**src/rtl/infoframe_packet_assembler_if.sv**
```systemverilog
// Packet request/beat-stream bundle between the packet picker and the data-island serialiser.
interface infoframe_packet_assembler_if;
    logic             packet_start;
    logic [23:0]      header;
    logic [3:0][55:0] sub;
    logic             busy;
    logic             packet_valid;
    logic             packet_last;
    logic [8:0]       packet_data;

    modport master (output packet_start, header, sub,
                    input  busy, packet_valid, packet_last, packet_data);
    modport slave  (input  packet_start, header, sub,
                    output busy, packet_valid, packet_last, packet_data);
endinterface

```
**src/rtl/infoframe_packet_assembler.sv**
```systemverilog
// Serialises a 28-byte data-island packet into 32 nine-bit beats with BCH parity
// generated on the fly and optional InfoFrame checksum insertion into PB0.
module infoframe_packet_assembler #(
    parameter bit INSERT_CHECKSUM = 1'b0
) (
    input logic                         clk_pixel,
    input logic                         reset,
    infoframe_packet_assembler_if.slave pkt
);
    typedef enum logic {IDLE, SEND} state_t;

    state_t           state_q, state_d;
    logic [4:0]       beat_q, beat_d;
    logic [23:0]      hdr_q, hdr_d;
    logic [3:0][55:0] sub_q, sub_d;
    logic [7:0]       ehdr_q, ehdr_d;
    logic [3:0][7:0]  esub_q, esub_d;
    logic             valid_q, valid_d;
    logic             last_q, last_d;
    logic [8:0]       data_q, data_d;

    logic             accept;
    logic [7:0]       csum;
    logic [3:0][55:0] sub_in;
    logic [4:0]       b;
    logic [7:0]       eh;
    logic [3:0][7:0]  es;
    logic [5:0]       sb;
    logic [2:0]       sp;

    function automatic logic [7:0] ecc_step(input logic [7:0] e, input logic d);
        return (e >> 1) ^ (((e[0] ^ d) != 1'b0) ? 8'h83 : 8'h00);
    endfunction

    assign pkt.busy         = valid_q && !last_q;
    assign pkt.packet_valid = valid_q;
    assign pkt.packet_last  = last_q;
    assign pkt.packet_data  = data_q;

    // Checksum makes HB0..2 + PB0..27 sum to zero; the incoming PB0 is excluded.
    always_comb begin
        csum = 8'h00;
        for (int j = 0; j < 3; j++) csum = csum - pkt.header[8*j +: 8];
        for (int k = 0; k < 4; k++)
            for (int j = 0; j < 7; j++)
                if (k != 0 || j != 0) csum = csum - pkt.sub[k][8*j +: 8];
        sub_in = pkt.sub;
        if (INSERT_CHECKSUM) sub_in[0][7:0] = csum;
    end

    always_comb begin
        accept  = pkt.packet_start && !(valid_q && !last_q);
        b       = accept ? 5'd0 : beat_q + 5'd1;
        eh      = accept ? 8'h00 : ehdr_q;
        es      = accept ? '0 : esub_q;
        sb      = {b, 1'b0};
        sp      = {b[1:0], 1'b0};
        state_d = state_q;
        beat_d  = beat_q;
        hdr_d   = hdr_q;
        sub_d   = sub_q;
        ehdr_d  = ehdr_q;
        esub_d  = esub_q;
        valid_d = 1'b0;
        last_d  = 1'b0;
        data_d  = '0;
        if (accept || (state_q == SEND && beat_q != 5'd31)) begin
            state_d = SEND;
            beat_d  = b;
            valid_d = 1'b1;
            last_d  = (b == 5'd31);
            if (accept) begin
                hdr_d = pkt.header;
                sub_d = sub_in;
            end
            // Parity regs freeze once the data bits are exhausted and are then shifted out.
            if (b < 5'd24) begin
                data_d[0] = hdr_d[b];
                ehdr_d    = ecc_step(eh, hdr_d[b]);
            end else begin
                data_d[0] = eh[b[2:0]];
                ehdr_d    = eh;
            end
            for (int k = 0; k < 4; k++) begin
                if (b < 5'd28) begin
                    data_d[1+k] = sub_d[k][sb];
                    data_d[5+k] = sub_d[k][sb + 6'd1];
                    esub_d[k]   = ecc_step(ecc_step(es[k], sub_d[k][sb]), sub_d[k][sb + 6'd1]);
                end else begin
                    data_d[1+k] = es[k][sp];
                    data_d[5+k] = es[k][sp + 3'd1];
                    esub_d[k]   = es[k];
                end
            end
        end else begin
            state_d = IDLE;
            beat_d  = 5'd0;
        end
    end

    always_ff @(posedge clk_pixel or posedge reset) begin
        if (reset) begin
            state_q <= IDLE;
            beat_q  <= '0;
            hdr_q   <= '0;
            sub_q   <= '0;
            ehdr_q  <= '0;
            esub_q  <= '0;
            valid_q <= 1'b0;
            last_q  <= 1'b0;
            data_q  <= '0;
        end else begin
            state_q <= state_d;
            beat_q  <= beat_d;
            hdr_q   <= hdr_d;
            sub_q   <= sub_d;
            ehdr_q  <= ehdr_d;
            esub_q  <= esub_d;
            valid_q <= valid_d;
            last_q  <= last_d;
            data_q  <= data_d;
        end
    end
endmodule

```
**src/flat_wrapper.sv**
```systemverilog
// flat-port wrapper written by rule: the top's interface ports become plain ports
module infoframe_packet_assembler_flat 
#(
    parameter bit INSERT_CHECKSUM = 1'b0
)
  (clk_pixel, reset, pkt_packet_start, pkt_header, pkt_sub, pkt_busy, pkt_packet_valid, pkt_packet_last, pkt_packet_data);
  infoframe_packet_assembler_if pkt_i ();
  input logic clk_pixel;
  input logic reset;
  input wire logic [$bits(pkt_i.packet_start)-1:0] pkt_packet_start;
  input wire logic [$bits(pkt_i.header)-1:0] pkt_header;
  input wire logic [$bits(pkt_i.sub)-1:0] pkt_sub;
  output wire logic [$bits(pkt_i.busy)-1:0] pkt_busy;
  output wire logic [$bits(pkt_i.packet_valid)-1:0] pkt_packet_valid;
  output wire logic [$bits(pkt_i.packet_last)-1:0] pkt_packet_last;
  output wire logic [$bits(pkt_i.packet_data)-1:0] pkt_packet_data;
  assign pkt_i.packet_start = pkt_packet_start;
  assign pkt_i.header = pkt_header;
  assign pkt_i.sub = pkt_sub;
  assign pkt_busy = pkt_i.busy;
  assign pkt_packet_valid = pkt_i.packet_valid;
  assign pkt_packet_last = pkt_i.packet_last;
  assign pkt_packet_data = pkt_i.packet_data;
  infoframe_packet_assembler #(.INSERT_CHECKSUM(INSERT_CHECKSUM)) u_core (.clk_pixel(clk_pixel), .reset(reset), .pkt(pkt_i));
endmodule
```
**config.mk**
```make
export PLATFORM = sky130hd
export DESIGN_NAME = infoframe_packet_assembler_flat
export DESIGN_NICKNAME = d
export VERILOG_FILES = /design/src/rtl/infoframe_packet_assembler_if.sv /design/src/rtl/infoframe_packet_assembler.sv /design/src/flat_wrapper.sv
export SDC_FILE = /design/constraint.sdc
export NUM_CORES = 1
export LEC_CHECK = 0
export CORE_ASPECT_RATIO = 0.7
export CORE_MARGIN = 3
export CORE_UTILIZATION = 38
export DETAILED_ROUTE_END_ITERATION = 16
export SYNTH_ARGS = -nofsm -noshare
export SYNTH_HDL_FRONTEND = slang
export SYNTH_SLANG_ARGS = --single-unit
```
**constraint.sdc**
```tcl
create_clock -name clk_pixel -period 26.5 [get_ports clk_pixel]
set_clock_uncertainty 0.05 [all_clocks]
set_input_delay 3.975 -clock clk_pixel [delete_from_list [all_inputs] [get_ports clk_pixel]]
set_output_delay 3.975 -clock clk_pixel [all_outputs]
set_load 0.1 [all_outputs]
```
==> results.rst, run 1 <==
.. list-table::
   :header-rows: 1

   * - Metric
     - Value
   * - Worst path max stage delay
     - 0.78 ns
   * - Cell chosen for the clock root
     - sky130_fd_sc_hd__clkbuf_16
   * - Normalized max-slew margin
     - 0.248
   * - Worst setup timing slack at the placement stage
     - 18.34 ns
   * - Cells resized by post-CTS repair
     - 0
   * - Number of buffers inserted by post-CTS setup repair
     - 0
   * - Source of the worst hold timing path
     - u_core.sub_q[116]$_DFFE_PP0P_
   * - Wire length of the first global-routing pass
     - between 70000 and 80000 um
   * - Die Span X
     - 239 um
   * - Post-synthesis net count
     - roughly 1900
   * - RSZ-0062 raised after global routing
     - no
   * - Vias
     - 12100
   * - Origin of the critical flop-to-flop path
     - u_core.beat_q[0]$_DFF_PP0_
   * - Timing-limited maximum frequency
     - 132 MHz
   * - Critical-path cell list
     - clkdlybuf4s50_1 -> nand2_4 -> buf_4 -> buf_4 -> nand2_1 -> o221ai_1 -> nor2_1 -> a41oi_1 -> a21oi_1 -> o311ai_0
   * - Sequential cell area fraction in the yosys report
     - 0.527
   * - Status
     - completed
   * - Number of clock sinks
     - ~300
   * - Gr ovfl total
     - 0
   * - Via count of the first global-routing pass
     - roughly 12000
   * - Launching element of the worst setup path
     - pkt_packet_start
   * - Cell type with the largest total area after synthesis
     - sky130_fd_sc_hd__dfrtp_1
   * - Std-Cell Rows
     - 59
   * - Total negative slack for setup checks
     - 0 ns
   * - Class of the worst hold path
     - flip-flop to flip-flop
   * - Worst vdd ir
     - 0.0897 mV
   * - FILL cells
     - ~3600
   * - Number of buffers added by the clock tree synthesis step
     - 31
   * - Post-Syn Area
     - around 14000 um2
   * - Number of flops mapped to enable cells by yosys
     - 0
   * - CTS tree
     - built
   * - Number of setup violations in the final report
     - 0
   * - Vias per cell
     - between 5 and 6
   * - Number of port buffers
     - approximately 260
   * - Fraction of registers with async set or reset after synthesis
     - 1.00
   * - Cell type with the highest occurrence count on the critical path
     - sky130_fd_sc_hd__buf_4
   * - Hold slack
     - about 0.42 ns
   * - Share of cells above drive strength 1
     - 0.0820
   * - CORE AREA
     - around 37000 um2
   * - Worst path slowest cell
     - sky130_fd_sc_hd__buf_4
   * - PnR worst setup slack
     - around 19 ns
   * - Main flop type after synthesis
     - sky130_fd_sc_hd__dfrtp_1
   * - Cell area power density
     - 136 nW/um2
   * - Overall global routing resource usage
     - 0.222
   * - Req. time, crit path
     - roughly 27 ns
   * - Area share of the largest cell type after synthesis
     - 0.527
   * - Data arrival time of the critical path
     - ~8 ns
   * - Routed wire length
     - about 45000 um
   * - Iteration-0 DRC Markers
     - ~1100
   * - Count of maximum capacitance violations
     - 0
   * - HPWL after DPL
     - approximately 30000 um
   * - Biggest fanout along the worst timing path
     - slightly below 90
   * - Average size of a mapped cell
     - between 9 and 10 um2
   * - Number of nets in the layout
     - around 2100
   * - Post-CTS Hold Fix Bufs
     - 0
   * - Cells after DPL
     - ~2300
   * - Wire length per cell
     - ~19 um
   * - Die boundary height
     - approximately 170 um
   * - Minimum period implied by the final worst setup slack
     - 7.57 ns
   * - Kind of end point of the critical path
     - flip-flop
   * - DRC errors left
     - 0
   * - Clock H-tree levels
     - 1
   * - Clock-pin slew reported for the worst setup and hold paths after clock tree synthesis
     - ~0.060 ns
   * - Fin. max-slew vios
     - 0
   * - Antenna Diode Count
     - 0
   * - Number of distinct library cell variants in the gate-level netlist after synthesis
     - 58
   * - Worst-skew pair later-pin latency
     - 0.58 ns
   * - Die Outline Area
     - 40400 um2
   * - Static leakage power
     - ~0.0088 uW
   * - Actual slew at the worst max-slew pin
     - roughly 1.1 ns
   * - Largest net degree at the start of global routing
     - between 100 and 150
   * - Number of warning messages in the yosys log
     - 0
   * - Initial core utilization
     - 0.387
   * - Maximum number of buffers from clock root to sink
     - 3
   * - CP Launch Type
     - input port
   * - Final cell count without fillers
     - around 2300
   * - TritonRoute pass-1 iters
     - 5
   * - Startpoint-to-endpoint class of the critical path
     - input port to flip-flop
   * - Final cycle utilization of the critical path
     - 0.286
   * - Antenna Violating Nets Remaining
     - 0
   * - Relative area change from synthesis to final layout
     - 28.0%
   * - Number of cells produced by synthesis
     - roughly 1600
   * - Top cells by area, synth
     - sky130_fd_sc_hd__dfrtp_1, sky130_fd_sc_hd__nand2_1, sky130_fd_sc_hd__mux4_2
   * - Antenna violations before repair
     - 2
   * - I/O pins
     - between 200 and 300
   * - Number of synthesized register bits
     - ~300
   * - Routability Congestion
     - ~0.86
   * - Number of hold violations in the final report
     - 0
-- layout by cell type, fill, tap and decap left out, drive strengths merged, types with 4 or more instances in the layout --
cell type	Yosys	routed
nand2	844	844
dfrtp	304	304
clkdlybuf4s50	0	262
mux4	58	58
a21oi	48	48
clkbuf	76	46
nor2	40	40
o21ai	28	28
buf	22	19
nand3	18	18
mux2i	17	17
mux2	13	13
nor3	11	11
xnor2	10	10
inv	8	10
and3	8	8
nand4	8	8
nor3b	8	8
clkinv	0	7
a31oi	6	6
nand3b	6	6
a32oi	5	5
a22oi	5	5
o211ai	5	5
o22ai	5	5
o21a	4	4
xor2	4	4
-- cell usage after synthesis (2+ instances only) --
cell	count
sky130_fd_sc_hd__a32oi_1	5
sky130_fd_sc_hd__a221oi_1	2
sky130_fd_sc_hd__and3_1	8
sky130_fd_sc_hd__mux2_2	13
sky130_fd_sc_hd__nand3b_1	6
sky130_fd_sc_hd__buf_4	5
sky130_fd_sc_hd__mux4_2	55
sky130_fd_sc_hd__nand3_1	18
sky130_fd_sc_hd__o21ai_0	26
sky130_fd_sc_hd__a41oi_1	2
sky130_fd_sc_hd__o31ai_1	3
sky130_fd_sc_hd__mux2i_1	17
sky130_fd_sc_hd__a21o_1	2
sky130_fd_sc_hd__o2111ai_1	3
sky130_fd_sc_hd__a211oi_2	2
sky130_fd_sc_hd__o21ai_1	2
sky130_fd_sc_hd__ha_1	2
sky130_fd_sc_hd__nand2b_1	3
sky130_fd_sc_hd__mux4_1	3
sky130_fd_sc_hd__xnor2_1	9
sky130_fd_sc_hd__nor3b_1	8
sky130_fd_sc_hd__o41ai_1	2
sky130_fd_sc_hd__clkbuf_1	76
sky130_fd_sc_hd__o21a_1	4
sky130_fd_sc_hd__nor3_1	11
sky130_fd_sc_hd__nand2_1	844
sky130_fd_sc_hd__dfrtp_1	304
sky130_fd_sc_hd__buf_1	3
sky130_fd_sc_hd__a22oi_1	5
sky130_fd_sc_hd__a311oi_1	2
sky130_fd_sc_hd__a21oi_1	48
sky130_fd_sc_hd__a31oi_1	6
sky130_fd_sc_hd__buf_2	13
sky130_fd_sc_hd__o22ai_1	5
sky130_fd_sc_hd__o211ai_1	5
sky130_fd_sc_hd__o221ai_1	2
sky130_fd_sc_hd__xor2_1	3
sky130_fd_sc_hd__nor4_1	2
sky130_fd_sc_hd__inv_1	7
sky130_fd_sc_hd__nor2_1	40
sky130_fd_sc_hd__nand4_1	8
-- final cells by class --
cell class,count,area (um2),area share
Inverter,8,37.5,0.00203
Clock inverter,11,113,0.00609
Timing Repair Buffer,281,2770,0.149
Clock buffer,46,912,0.0493
Tap cell,488,611,0.0330
Sequential cell,304,7610,0.411
Multi-Input combinational cell,1191,6450,0.349
-- power breakdown --
group          internal [uW]  leakage, uW  switching (uW)
clock                    257     0.000513             187
sequential               690      0.00378             148
combinational            533      0.00451             694
total                   1480      0.00880            1030
-- sequential cells by signal (all words and copies together) (netlist names) --
name / cells
u_core.beat_q: 5
u_core.ehdr_q: 8
u_core.esub_q: 32
u_core.hdr_q: 24
u_core.pkt.packet_data: 9
u_core.pkt.packet_last: 1
u_core.pkt.packet_valid: 1
u_core.sub_q: 224
-- path summary, 6_finish.rpt --
kind,to,slack [ns],cells after the start
setup / recovery,u_core.esub_q[25]$_DFFE_PP0P_,18.93,10
hold / removal,u_core.sub_q[116]$_DFFE_PP0P_,0.42,2
setup reg to reg,u_core.esub_q[9]$_DFFE_PP0P_,21.59,11
hold reg to reg,u_core.sub_q[116]$_DFFE_PP0P_,0.42,2
max in group asynchronous,u_core.sub_q[75]$_DFFE_PP0P_,20.91,3
min in group asynchronous,u_core.sub_q[140]$_DFFE_PP0P_,3.94,2
-- cell families after synthesis --
family / Yosys count / synth area share
adders and majority gates: 2 / 0.00173
AOI/OAI and AO/OA: 133 / 0.0584
buffers and inverters: 106 / 0.0307
muxes: 88 / 0.113
and+or+nand+nor: 954 / 0.259
DFF: 304 / 0.527
xor gates and xnor gates: 14 / 0.0103
-- stage by stage --
stage               power [uW]  cell area, um2  utilization
floorplan                 1710           14400            -
global placement          2040           17500        0.468
detailed placement        2070           17500        0.468
CTS                       2520           18500        0.495
global route              2690           18500        0.495
finish                    2510           18500        0.495
-- worst max-delay path, delay by kind of cell --
| kind | cells | cell delay (ns) |
|---|---|---|
| AOI/OAI and AO/OA | 4 | 1.10 |
| buffers and inverters | 3 | 2.01 |
| and+or+nand+nor | 3 | 0.80 |
-- metal layers --
metal / GRT usage / wire length, um
met5: 0 / 34
met4: 0.0475 / 866
met3: 0.0443 / 3350
met2: 0.342 / 20000
met1: 0.327 / 20400
Note: power is estimated with default switching activity, not from simulation.
==> inputs of run 2 (changes only) <==
Clock period 26.5 ns to 6.7 ns, I/O delays scaled along.
==> run 2 against run 1 <==
  * Global-route usage is essentially flat
  * Critical path depth unchanged
  * Die area is the same
  * Combinational power grew to 4.0 times the previous value
  * Critical endpoint unchanged
  * Largest cell class unchanged
==> results.rst, run 2 (synthesis results as in run 1) <==
.. list-table::
   :header-rows: 1

   * - Metric
     - Value
   * - Status
     - completed
   * - Post-CTS Hold Fix Bufs
     - 0
   * - FILL cells
     - roughly 3500
   * - Vias
     - about 12000
   * - Clock H-tree levels
     - 1
   * - Total negative slack for setup checks
     - 0 ns
   * - Cell area power density
     - 541 nW/um2
   * - Antenna violations before repair
     - 3
   * - Clock-pin slew reported for the worst setup and hold paths after clock tree synthesis
     - around 0.07 ns
   * - Most used cells in the layout excluding fill and tap cells
     - sky130_fd_sc_hd__nand2_1, sky130_fd_sc_hd__dfrtp_1, sky130_fd_sc_hd__clkdlybuf4s50_1
   * - Switching Power
     - 4120 uW
   * - Actual slew at the worst max-slew pin
     - between 1 and 1.5 ns
   * - Number of clock sinks
     - 304
   * - Minimum period implied by the final worst setup slack
     - 4.25 ns
   * - Routability Congestion
     - roughly 0.9
   * - Req. time, crit path
     - a little over 7 ns
   * - Max FFs per register
     - 224
   * - Register with the most flip-flops
     - u_core.sub_q
   * - Initial core utilization
     - 0.387
   * - Timing-limited maximum frequency
     - 235 MHz
   * - Cells after DPL
     - approximately 2300
   * - Clock network fraction of design power
     - 0.180
   * - Normalized max-slew margin
     - 0.296
   * - R2R depth
     - 10
   * - RSZ-0062 raised after global routing
     - no
   * - Wire length per cell
     - roughly 19 um
   * - Cell-internal power
     - ~5900 uW
   * - Die Span X
     - around 240 um
   * - CP Launch Type
     - flip-flop
   * - Relative area change from synthesis to final layout
     - 28.5%
   * - CORE AREA
     - 37400 um2
   * - Final cell count without fillers
     - roughly 2300
   * - Gr ovfl total
     - 0
   * - Class of the worst hold path
     - flip-flop to flip-flop
   * - Std-Cell Rows
     - 59
   * - DRC errors left
     - 0
   * - Data arrival time of the critical path
     - 4.63 ns
   * - Number of buffers inserted by post-CTS setup repair
     - 0
   * - Kind of end point of the critical path
     - flip-flop
   * - Biggest fanout along the worst timing path
     - 42
   * - Largest net degree at the start of global routing
     - 175
   * - Largest registers ranked by flip-flop count
     - u_core.sub_q: 224 flops, u_core.esub_q: 32 flops, u_core.hdr_q: 24 flops
   * - Cells resized by post-CTS repair
     - 0
   * - Final core utilization
     - 0.497
   * - Vias per cell
     - 5.22
   * - Worst-skew pair later-pin latency
     - about 0.57 ns
   * - Via count of the first global-routing pass
     - roughly 12000
   * - Fin. max-slew vios
     - 0
   * - I/O pins
     - 263
   * - Count of maximum capacitance violations
     - 0
   * - Number of setup violations in the final report
     - 0
   * - Share of cells above drive strength 1
     - 0.0830
   * - R2r endpoint
     - u_core.esub_q[25]$_DFFE_PP0P_
   * - Origin of the critical flop-to-flop path
     - u_core.beat_q[0]$_DFF_PP0_
   * - Antenna Diode Count
     - 0
   * - Maximum number of buffers from clock root to sink
     - 3
   * - Worst vdd ir
     - 0.278 mV
   * - TritonRoute pass-1 iters
     - 5
   * - Antenna Violating Nets Remaining
     - 0
   * - Worst hold path cell count
     - 2
   * - Overall global routing resource usage
     - 0.222
   * - Number of port buffers
     - about 260
   * - Routed wire length
     - approximately 45000 um
   * - CTS tree
     - built
   * - Wire length of the first global-routing pass
     - a little over 70000 um
   * - Die Outline Area
     - roughly 40000 um2
   * - Switching portion of total power
     - 0.411
   * - Startpoint-to-endpoint class of the critical path
     - flip-flop to flip-flop
   * - Final cycle utilization of the critical path
     - 0.634
   * - Number of buffers added by the clock tree synthesis step
     - 31
   * - Cell chosen for the clock root
     - sky130_fd_sc_hd__clkbuf_16
   * - Hold slack
     - between 0.4 and 0.5 ns
   * - Share of total power in combinational logic
     - 0.491
   * - HPWL after DPL
     - between 30000 and 40000 um
   * - Number of nets in the layout
     - 2071
   * - Iteration-0 DRC Markers
     - approximately 1300
   * - Worst-case hold path end point
     - u_core.sub_q[173]$_DFFE_PP0P_
   * - Number of hold violations in the final report
     - 0
   * - Most common library cell in the layout ignoring fill and taps
     - sky130_fd_sc_hd__nand2_1
   * - Source of the worst hold timing path
     - u_core.sub_q[173]$_DFFE_PP0P_
   * - Sequential fraction of design power
     - 0.329
   * - Die boundary height
     - 169 um
   * - Static leakage power
     - ~0.009 uW
   * - Worst setup slack for register-to-register paths
     - 2.45 ns
## run 2: cell types whose count changed in the layout (fill, tap and decap cells not counted), sizes merged
cell      before  now
buf           19   20
bufinv         2    3
clkbuf        46   47
clkinv         7    6
clkinvlp       0    2
inv           10    8
## run 2: how the worst max path moves through the flow
| stage | from | to | slack [ns] |
|---|---|---|---|
| after global placement | pkt_packet_start | u_core.esub_q[1]$_DFFE_PP0P_ | 2.43 |
| after floorplan | reset | u_core.beat_q[0]$_DFF_PP0_ | 1.60 |
| final | u_core.beat_q[0]$_DFF_PP0_ | u_core.esub_q[25]$_DFFE_PP0P_ | 2.45 |
| after CTS | u_core.beat_q[0]$_DFF_PP0_ | u_core.esub_q[9]$_DFFE_PP0P_ | 2.48 |
| after global routing | u_core.beat_q[0]$_DFF_PP0_ | u_core.esub_q[25]$_DFFE_PP0P_ | 2.22 |
| after detailed placement | pkt_packet_start | u_core.esub_q[1]$_DFFE_PP0P_ | 2.33 |
## run 2: area by class of cell
type                            count  area [um2]  area share
Timing Repair Buffer              282        2800       0.151
Clock buffer                       47         926      0.0499
Sequential cell                   304        7610       0.410
Tap cell                          488         611      0.0329
Multi-Input combinational cell   1191        6450       0.347
Inverter                            8        33.8     0.00182
Clock inverter                     11         136     0.00735
## run 2: power groups by stage
stage          sequential (uW)  clock [uW]  combinational, uW
6_report                  3300        1810               4930
5_1_grt                   3390        1920               5420
2_1_floorplan             3300           0               3470
3_5_place_dp              3310           0               4910
3_3_place_gp              3280           0               4840
4_1_cts                   3290        1840               4940
## run 2: per-stage QoR
step | area [um2] | worst slack [ns] | total power, uW
final | 18600 | 2.45 | 10000
after global routing | 18600 | 2.22 | 10700
after CTS | 18600 | 2.48 | 10100
after detailed placement | 17500 | 2.33 | 8220
after global placement | 17500 | 2.43 | 8130
after floorplan | 14500 | 1.60 | 6760
## run 2: critical path: stages, from the launching register on
cell	delay [ns]
sky130_fd_sc_hd__dfrtp_4	0.65
sky130_fd_sc_hd__ha_4	0.88
sky130_fd_sc_hd__inv_1	0.53
sky130_fd_sc_hd__mux4_2	0.40
sky130_fd_sc_hd__mux2_2	0.28
sky130_fd_sc_hd__o221ai_1	0.39
sky130_fd_sc_hd__nor2_1	0.10
sky130_fd_sc_hd__a41oi_1	0.28
sky130_fd_sc_hd__a21oi_1	0.16
sky130_fd_sc_hd__o21ai_0	0.20
sky130_fd_sc_hd__o311ai_0	0.17
## run 2: layer usage
layer / share of wire / track usage
met4: 0.023 / 0.0496
met1: 0.46 / 0.329
met3: 0.074 / 0.0453
met5: 0.00091 / 0
met2: 0.44 / 0.339
==> inputs of run 3 (changes only) <==
Clock period 6.7 ns to 4.39 ns, I/O delays scaled along.
==> run 3 against run 2 <==
  * Wire length fell by 0.51%
  * Via count shrank 0.67%
  * Critical path depth stayed put
  * Combinational power up 55%
  * Utilization increased by 0.39 points
  * Fmax rose by 14%
  * First-iteration DRC count shrank 28%
==> results.rst, run 3 (synthesis results as in run 1) <==
.. list-table::
   :header-rows: 1

   * - Metric
     - Value
   * - Share of total power in combinational logic
     - 0.496
   * - Data arrival time of the critical path
     - roughly 4.1 ns
   * - Worst vdd ir
     - roughly 0.43 mV
   * - Class of the worst hold path
     - flip-flop to flip-flop
   * - Kind of end point of the critical path
     - flip-flop
   * - Status
     - completed
   * - Wire length per cell
     - around 19 um
   * - HPWL after DPL
     - 31500 um
   * - Critical-path cell list
     - ha_4 -> inv_1 -> nor2_1 -> a22oi_1 -> a41o_1 -> o21a_1 -> o221ai_1 -> xnor2_1 -> a32oi_1 -> o21ai_0
   * - Register with the most flip-flops
     - u_core.sub_q
   * - Largest registers ranked by flip-flop count
     - u_core.sub_q: 224 flops, u_core.esub_q: 32 flops, u_core.hdr_q: 24 flops
   * - Final core utilization
     - 0.501
   * - Count of maximum capacitance violations
     - 0
   * - Clock-pin slew reported for the worst setup and hold paths after clock tree synthesis
     - about 0.07 ns
   * - Actual slew at the worst max-slew pin
     - about 0.98 ns
   * - Crit path buf inv count
     - 1
   * - Worst-skew pair later-pin latency
     - between 0.5 and 0.6 ns
   * - Most used cells in the layout excluding fill and tap cells
     - sky130_fd_sc_hd__nand2_1, sky130_fd_sc_hd__dfrtp_1, sky130_fd_sc_hd__clkdlybuf4s50_1
   * - Die boundary height
     - around 170 um
   * - DRC errors left
     - 0
   * - TritonRoute pass-1 iters
     - 5
   * - Startpoint-to-endpoint class of the critical path
     - flip-flop to flip-flop
   * - Maximum number of buffers from clock root to sink
     - 3
   * - Req. time, crit path
     - roughly 4.8 ns
   * - Final cell count without fillers
     - about 2300
   * - Final cycle utilization of the critical path
     - 0.847
   * - Worst setup timing slack at the placement stage
     - approximately 0.70 ns
   * - PnR worst setup slack
     - between 0.6 and 0.7 ns
   * - Switching portion of total power
     - 0.408
   * - Cell area power density
     - roughly 820 nW/um2
   * - CTS tree
     - built
   * - Iteration-0 DRC Markers
     - between 900 and 1000
   * - Vias
     - 12100
   * - Biggest fanout along the worst timing path
     - 24
   * - Via count of the first global-routing pass
     - 12100
   * - Max FFs per register
     - approximately 220
   * - Clock H-tree levels
     - 1
   * - Routed wire length
     - 44600 um
   * - CORE AREA
     - ~37000 um2
   * - Number of hold violations in the final report
     - 0
   * - Switching Power
     - 6280 uW
   * - Timing-limited maximum frequency
     - roughly 270 MHz
   * - Worst path max stage delay
     - roughly 0.67 ns
   * - Share of cells above drive strength 1
     - 0.0901
   * - Largest net degree at the start of global routing
     - 157
   * - Antenna violations before repair
     - 0
   * - Total negative slack for setup checks
     - 0 ns
   * - Cells after DPL
     - 2283
   * - Antenna Diode Count
     - 0
   * - Vias per cell
     - 5.17
   * - Cells resized by post-CTS repair
     - 0
   * - Minimum period implied by the final worst setup slack
     - 3.72 ns
   * - RSZ-0062 raised after global routing
     - no
   * - CP Launch Type
     - flip-flop
   * - Hold slack
     - 0.421 ns
   * - Cell-internal power
     - between 9000 and 10000 uW
   * - Die Span X
     - around 240 um
   * - Cell family with most CP delay
     - compound AO/OA/AOI/OAI gates
   * - Fin. max-slew vios
     - 0
   * - Std-Cell Rows
     - 59
   * - Antenna Violating Nets Remaining
     - 0
   * - I/O pins
     - roughly 260
   * - Sequential fraction of design power
     - 0.326
   * - Routability Congestion
     - about 0.89
   * - Gr ovfl total
     - 0
   * - Most common library cell in the layout ignoring fill and taps
     - sky130_fd_sc_hd__nand2_1
   * - Number of buffers added by the clock tree synthesis step
     - 31
   * - Number of setup violations in the final report
     - 0
   * - Wire length of the first global-routing pass
     - 69700 um
   * - Number of clock sinks
     - around 300
   * - Normalized max-slew margin
     - 0.341
   * - Initial core utilization
     - 0.387
   * - Cell chosen for the clock root
     - sky130_fd_sc_hd__clkbuf_16
   * - Clock network fraction of design power
     - 0.178
   * - Post-CTS Hold Fix Bufs
     - 0
   * - Number of port buffers
     - between 200 and 300
   * - Relative area change from synthesis to final layout
     - 29.5%
   * - Worst path slowest cell
     - sky130_fd_sc_hd__ha_4
   * - Die Outline Area
     - ~40000 um2
   * - Static leakage power
     - slightly below 0.009 uW
   * - Number of nets in the layout
     - 2081
   * - Worst setup slack for register-to-register paths
     - 0.67 ns
   * - Number of buffers inserted by post-CTS setup repair
     - 0
   * - Overall global routing resource usage
     - 0.220
-- run 3: final cells by class --
cell class	count	area, um2
Fill cell	3512	18600
Sequential cell	304	7610
Multi-Input combinational cell	1191	6450
Timing Repair Buffer	292	2940
Clock buffer	45	938
Tap cell	488	611
Clock inverter	13	131
Inverter	8	33.8
-- run 3: metrics by stage --
stage               instance area, um2  total power (uW)
floorplan                        14500             10300
global placement                 17600             12500
detailed placement               17600             12700
CTS                              18700             15500
global route                     18700             16500
finish                           18700             15400
-- run 3: path summary, 6_finish.rpt --
path	start	to	cells after the start
worst min-delay path	u_core.sub_q[45]$_DFFE_PP0P_	u_core.sub_q[45]$_DFFE_PP0P_	2
worst min register to register	u_core.sub_q[45]$_DFFE_PP0P_	u_core.sub_q[45]$_DFFE_PP0P_	2
max in group asynchronous	reset	u_core.beat_q[0]$_DFF_PP0_	3
min in group asynchronous	reset	u_core.sub_q[142]$_DFFE_PP0P_	3
worst max register to register	u_core.beat_q[0]$_DFF_PP0_	u_core.esub_q[9]$_DFFE_PP0P_	10
worst max-delay path	u_core.beat_q[0]$_DFF_PP0_	u_core.esub_q[9]$_DFFE_PP0P_	10
-- run 3: worst reg2reg max path: cells and delay by family, from the launching register on --
family,cells,cell delay (ns)
AOI/OAI and AO/OA,6,1.32
xor gates and xnor gates,1,0.17
adders and majority gates,1,0.68
buffers and inverters,1,0.42
DFF,1,0.58
and+or+nand+nor,1,0.38
-- run 3: routing by layer --
layer	routed length, um	share of wire	up-vias	track usage
met5	0	0	-	0
met4	740	0.017	0	0.0407
met1	20500	0.46	5938	0.325
li1	-	-	5706	-
met3	3600	0.081	48	0.0564
met2	19700	0.44	404	0.330
-- run 3: power by group through the flow --
stage	logic [uW]	clock network [uW]	registers [uW]
2_1_floorplan	5290	0	5030
3_3_place_gp	7520	0	5020
3_5_place_dp	7620	0	5030
4_1_cts	7650	2800	5000
5_1_grt	8400	2920	5170
6_report	7630	2740	5020
